[config.mk]
export PLATFORM = sky130hd
export DESIGN_NAME = mem_arbiter
export DESIGN_NICKNAME = d
export VERILOG_FILES = /design/src/rtl/mem_arbiter.sv
export SDC_FILE = /design/constraint.sdc
export NUM_CORES = 2
export LEC_CHECK = 0
export ABC_AREA = 1
export BUFFER_PORTS_ARGS = -buffer_cell sky130_fd_sc_hd__buf_2
export CAP_MARGIN = 20
export CORE_AREA = 3 3 572 574
export CTS_CLUSTER_SIZE = 8
export DETAILED_ROUTE_END_ITERATION = 8
export DIE_AREA = 0 0 575 577
export PLACE_DENSITY = 0.42
export SLEW_MARGIN = 20
export SYNTH_ARGS = -nofsm -noshare
export SYNTH_HDL_FRONTEND = slang
export SYNTH_SLANG_ARGS = --single-unit
[constraint.sdc]
create_clock -name clk -period 6.19 [get_ports clk]
set_input_delay 0.9285 -clock clk [delete_from_list [all_inputs] [get_ports clk]]
set_output_delay 0.9285 -clock clk [all_outputs]
set_load 0.005 [all_outputs]
[src/rtl/mem_arbiter.sv]
// Two-port memory arbiter: captures I-cache and D-cache request pulses, grants
// the external 64-bit bus round-robin, assembles multi-beat reads into a full
// cache line and forwards single-beat writes, answering each with a one-cycle
// completion pulse to the owning cache.
module mem_arbiter #(
  parameter int WIDTH       = 64,
  parameter int BLOCKSZ     = 512,
  parameter int BEATS       = 8,
  parameter int ADDRESSSIZE = 64
) (
  input  logic                   clk,
  input  logic                   rst,
  // I-cache port
  input  logic                   ic_mem_req,
  input  logic [ADDRESSSIZE-1:0] ic_mem_address,
  input  logic                   ic_mem_wr_en,
  input  logic [WIDTH-1:0]       ic_mem_data_out,
  output logic [BLOCKSZ-1:0]     ic_mem_data_in,
  output logic                   ic_mem_data_valid,
  // D-cache port
  input  logic                   dc_mem_req,
  input  logic [ADDRESSSIZE-1:0] dc_mem_address,
  input  logic                   dc_mem_wr_en,
  input  logic [WIDTH-1:0]       dc_mem_data_out,
  output logic [BLOCKSZ-1:0]     dc_mem_data_in,
  output logic                   dc_mem_data_valid,
  // External bus
  output logic                   bus_req,
  output logic [ADDRESSSIZE-1:0] bus_addr,
  output logic                   bus_wr,
  output logic [WIDTH-1:0]       bus_wdata,
  input  logic                   bus_ready,
  input  logic [WIDTH-1:0]       bus_rdata,
  input  logic                   bus_rvalid,
  input  logic                   bus_wack
);

  localparam int            BW        = (BEATS > 1) ? $clog2(BEATS) : 1;
  localparam logic [BW-1:0] LAST_BEAT = BW'(BEATS - 1);

  typedef enum logic [2:0] {
    S_IDLE,
    S_ISSUE,
    S_RDATA,
    S_WACK,
    S_RESPOND
  } state_t;

  state_t                   state_q, state_d;
  logic                     owner_q, owner_d;           // 0 = I-cache, 1 = D-cache
  logic                     last_grant_q, last_grant_d; // port served most recently
  logic [BW-1:0]            beat_q, beat_d;
  logic [BLOCKSZ-1:0]       line_q, line_d;
  logic [ADDRESSSIZE-1:0]   bus_addr_q, bus_addr_d;
  logic                     bus_wr_q, bus_wr_d;
  logic [WIDTH-1:0]         bus_wdata_q, bus_wdata_d;

  // Port-indexed views of the raw request inputs
  logic [1:0]               req_w;
  logic [1:0]               wr_en_w;
  logic [ADDRESSSIZE-1:0]   req_addr_w  [2];
  logic [WIDTH-1:0]         req_wdata_w [2];

  // Port-indexed views of the capture registers
  logic [1:0]               pend_w;
  logic [1:0]               wr_w;
  logic [ADDRESSSIZE-1:0]   addr_w    [2];
  logic [WIDTH-1:0]         wdata_w   [2];
  logic [BLOCKSZ-1:0]       data_in_w [2];
  logic [1:0]               done_w;
  logic                     load_line_w;

  assign req_w          = {dc_mem_req, ic_mem_req};
  assign wr_en_w        = {dc_mem_wr_en, ic_mem_wr_en};
  assign req_addr_w[0]  = ic_mem_address;
  assign req_addr_w[1]  = dc_mem_address;
  assign req_wdata_w[0] = ic_mem_data_out;
  assign req_wdata_w[1] = dc_mem_data_out;

  // The final beat is merged on the fly so the owner sees the full line in RESPOND
  assign load_line_w = (state_q == S_RDATA) && bus_rvalid && (beat_q == LAST_BEAT);

  generate
    for (genvar gi = 0; gi < 2; gi++) begin : g_port
      logic                   pend_q;
      logic                   wr_q;
      logic [ADDRESSSIZE-1:0] addr_q;
      logic [WIDTH-1:0]       wdata_q;
      logic [BLOCKSZ-1:0]     data_in_q;
      logic                   mine_w;

      assign mine_w     = (owner_q == 1'(gi));
      assign done_w[gi] = (state_q == S_RESPOND) && mine_w;

      // Capture one outstanding request; a request on the completing edge re-arms
      always_ff @(posedge clk) begin
        if (rst) begin
          pend_q    <= 1'b0;
          wr_q      <= 1'b0;
          addr_q    <= '0;
          wdata_q   <= '0;
          data_in_q <= '0;
        end else begin
          if (req_w[gi] && (!pend_q || done_w[gi])) begin
            pend_q  <= 1'b1;
            addr_q  <= req_addr_w[gi];
            wr_q    <= wr_en_w[gi];
            wdata_q <= req_wdata_w[gi];
          end else if (done_w[gi]) begin
            pend_q  <= 1'b0;
          end
          if (load_line_w && mine_w) begin
            data_in_q <= line_d;
          end
        end
      end

      assign pend_w[gi]    = pend_q;
      assign wr_w[gi]      = wr_q;
      assign addr_w[gi]    = addr_q;
      assign wdata_w[gi]   = wdata_q;
      assign data_in_w[gi] = data_in_q;
    end
  endgenerate

  // Arbiter state, beat counter, line buffer and registered bus request fields
  always_ff @(posedge clk) begin
    if (rst) begin
      state_q      <= S_IDLE;
      owner_q      <= 1'b0;
      last_grant_q <= 1'b1;
      beat_q       <= '0;
      line_q       <= '0;
      bus_addr_q   <= '0;
      bus_wr_q     <= 1'b0;
      bus_wdata_q  <= '0;
    end else begin
      state_q      <= state_d;
      owner_q      <= owner_d;
      last_grant_q <= last_grant_d;
      beat_q       <= beat_d;
      line_q       <= line_d;
      bus_addr_q   <= bus_addr_d;
      bus_wr_q     <= bus_wr_d;
      bus_wdata_q  <= bus_wdata_d;
    end
  end

  // Next-state: grant in IDLE, handshake in ISSUE, collect beats or wait for ack
  always_comb begin
    state_d      = state_q;
    owner_d      = owner_q;
    last_grant_d = last_grant_q;
    beat_d       = beat_q;
    line_d       = line_q;
    bus_addr_d   = bus_addr_q;
    bus_wr_d     = bus_wr_q;
    bus_wdata_d  = bus_wdata_q;

    case (state_q)
      S_IDLE: begin
        if (|pend_w) begin
          // On a tie the port that was not served last wins
          owner_d     = (&pend_w) ? ~last_grant_q : pend_w[1];
          state_d     = S_ISSUE;
          bus_wr_d    = wr_w[owner_d];
          bus_wdata_d = wdata_w[owner_d];
          // Reads fetch the whole aligned line; writes go to the exact address
          bus_addr_d  = wr_w[owner_d] ? addr_w[owner_d]
                                      : {addr_w[owner_d][ADDRESSSIZE-1:6], 6'b0};
        end
      end
      S_ISSUE: begin
        if (bus_ready) begin
          beat_d  = '0;
          state_d = bus_wr_q ? S_WACK : S_RDATA;
        end
      end
      S_RDATA: begin
        if (bus_rvalid) begin
          line_d[beat_q*WIDTH +: WIDTH] = bus_rdata;
          beat_d = beat_q + 1'b1;
          if (beat_q == LAST_BEAT) begin
            state_d = S_RESPOND;
          end
        end
      end
      S_WACK: begin
        if (bus_wack) begin
          state_d = S_RESPOND;
        end
      end
      S_RESPOND: begin
        last_grant_d = owner_q;
        state_d      = S_IDLE;
      end
      default: begin
        state_d = S_IDLE;
      end
    endcase
  end

  assign bus_req           = (state_q == S_ISSUE);
  assign bus_addr          = bus_addr_q;
  assign bus_wr            = bus_wr_q;
  assign bus_wdata         = bus_wdata_q;
  assign ic_mem_data_in    = data_in_w[0];
  assign ic_mem_data_valid = done_w[0];
  assign dc_mem_data_in    = data_in_w[1];
  assign dc_mem_data_valid = done_w[1];

endmodule

==> impl_metrics.tcl <==
set metrics [dict create \
    status "complete, no violations" \
    holdPathStages 3 \
    clk_pin_slew_ns 0.06 \
    setup_violations 0 \
    dieArea_mm2 0.332 \
    ys_warn_count 0 \
    ios 1485 \
    critical_path_required_ns 7.01 \
    antenna_found_initial 95 \
    worstHoldEndpoint "g_port[0].wdata_q[18]" \
    syn_area_mm2 0.0757 \
    syn_nets 10100 \
    numCtsBuffers 284 \
    r2r-start "beat_q[0]" \
    place_inst 14900 \
    syn-instance-count 9746 \
    hold_class "input port to flip-flop" \
    end_kind "flip-flop" \
    postRouteAntennaNets 0 \
    clock_skew_ns 0.0421 \
    area_delta_synth_final_pct 24.6 \
    synth_most_common_cell "dfxtp_1" \
    setup_tns_ns 0 \
    post_drt_via_cell_ratio 4.82 \
    clk_latency_ns 0.90 \
    die_w_um 575 \
    num_vias 73500 \
    grt_pass1_vias 69700 \
    avgSynthCellArea_um2 7.76 \
    finalNonFillerCells 15200 \
    die_h_um 577 \
    drc 0 \
    grt.overflow.total 0 \
    htreeDepth 5 \
    gp_congestion 0.890 \
    ys_ff_latch 1933 \
    worst_ep_arrival_time_ns 4.82 \
    place_hpwl_um 305000 \
    path_class "flip-flop to flip-flop" \
    cts_tree "done" \
    cts_resized 0 \
    wl_per_cell_um 27.6 \
    drive_gt1_share_pct 17.9 \
    drv_slew 0 \
    drt_iter0_drc 6055 \
    irDropWorstVdd_mv 0.340 \
    yosys-top-cells-count "1933 x dfxtp_1, 1686 x nand2_1, 1021 x inv_1, 996 x a21oi_1, 733 x nand3_1" \
    clockBufferDepth 4 \
    synth_ff_type "dfxtp_1" \
    async_flop_share_pct 0 \
    drt_pass1_iterations 7 \
    final_util_pct 29.2 \
    core_area_mm2 0.323 \
    rsz0062_at_grt "no" \
    cts_hold_buf 0 \
    synth-edff-count 0 \
    p_leak_nw 43.0 \
    period_needed_ns 4.00 \
    hold_viol_final 0 \
    io_buffer_count 1484 \
    rows 209 \
    rr_worst_depth 9 \
    cp_max_fo 67 \
    fmax_mhz 250 \
    r2r_slack_ns 2.19 \
    cts-root-buf "clkbuf_16" \
    powerDensity_mw_per_mm2 359 \
    start_util_pct 23.4 \
    synth_largest_area_cell "dfxtp_1" \
    post_cts_buffers 0 \
    timing.final.crit_share_pct 64.6 \
    cts.sink_count 1933 \
    worstSetupStartpointType "flip-flop" \
    grt_max_degree 183 \
    hold_start "ic_mem_data_out[18]" \
    synth.area.top_cells "dfxtp_1 51%, nand2_1 8.4%, a21oi_1 6.6%" \
    synth-seq-area-share_pct 51.2 \
    slew_headroom_pct 7.92 \
    fin_nets 11200 \
    reg2reg_to "dc_mem_data_in[330]" \
    finalPower_w 0.0338 \
    synthDistinctLibCells 30 \
    synth_top_area_share_pct 51.2 \
    grt_pass1_wl_um 570000 \
    tightest_slew_ns 1.38 \
    cap_violations 0 \
    grt_usage_pct 24.1 \
    wl_um 421000 \
]
layout make-up:
cell class	instances	area [um2]
clock inverter	26	439
timing repair buffer	1590	8600
inverter	1028	3880
fill	35300	229000
sequential	1933	38700
multi-input combinational	5983	29700
clock buffer	317	7370
tap	4325	5410
antenna	43	108
how the worst max path moves through the flow:
stage / startpoint / end / slack, ns / depth (start not counted)
after floorplan: beat_q[0] / dc_mem_data_in[24] / 3.83 / 10
after global placement: beat_q[0] / dc_mem_data_in[330] / 2.27 / 9
after detailed placement: beat_q[0] / dc_mem_data_in[330] / 2.23 / 9
after CTS: beat_q[0] / dc_mem_data_in[330] / 2.15 / 9
after global routing: beat_q[0] / dc_mem_data_in[335] / 2.03 / 9
final: beat_q[0] / dc_mem_data_in[330] / 2.19 / 9
per-stage QoR:
step | setup WS [ns] | hold WS (ns) | cell area [um2]
final | 2.19 | 0.286 | 94200
after global routing | 2.03 | 0.254 | 94200
after CTS | 2.15 | 0.211 | 94100
after detailed placement | 2.23 | 0.446 | 86300
after global placement | 2.27 | 0.435 | 86300
after floorplan | 3.83 | 0.425 | 75700
kinds of logic after synthesis:
| logic type | Yosys count | synth area share, % |
|---|---|---|
| buffers and inverters | 1830 | 9.81 |
| AO/OA/AOI/OAI | 2418 | 18.4 |
| AND/OR/NAND/NOR | 3558 | 20.6 |
| adder cells (fa/ha/maj) | 7 | 0.116 |
| flip-flops | 1933 | 51.2 |
layer usage:
metal | GRT usage, % | wire (um)
met4 | 10.9 | 20500
met1 | 30.0 | 174000
met3 | 7.78 | 38500
met5 | 0 | 123
met2 | 38.0 | 188000
state kept, by name, summed over array words and instances, names as in the netlist:
register	count
g_port.addr_q	128
ic_mem_data_in	512
state_q	3
last_grant_q	1
g_port.mine_w	1
g_port.wdata_q	128
line_q	512
g_port.wr_q	2
g_port.pend_q	2
bus_wr	1
bus_wdata	64
beat_q	3
bus_addr	64
dc_mem_data_in	512
worst max-delay path, cell delays in order, from the launching register on:
cell	delay [ns]
dfxtp_4	0.50
inv_2	0.26
ha_4	0.89
inv_2	0.51
buf_4	0.36
nor2_1	0.49
nand4_1	0.43
nand3_1	0.29
nand2_1	0.08
inv_1	0.05
placed cells by master (no fill, tap or decap), drive strengths merged, types with 123 or more instances in the layout:
cell	n
inv	1040
nand4	435
clkbuf	317
nor2	629
o211ai	123
dfxtp	1933
buf	1590
o21ai	708
nand2	1689
nand3	734
o21a	586
a21oi	1001
power by group:
part	switching, W	internal, W
Sequential	0.000224	0.0129
Clock	0.00600	0.00842
Combinational	0.00521	0.00106
Total	0.0114	0.0224
Note: power is estimated with default switching activity, not from simulation.
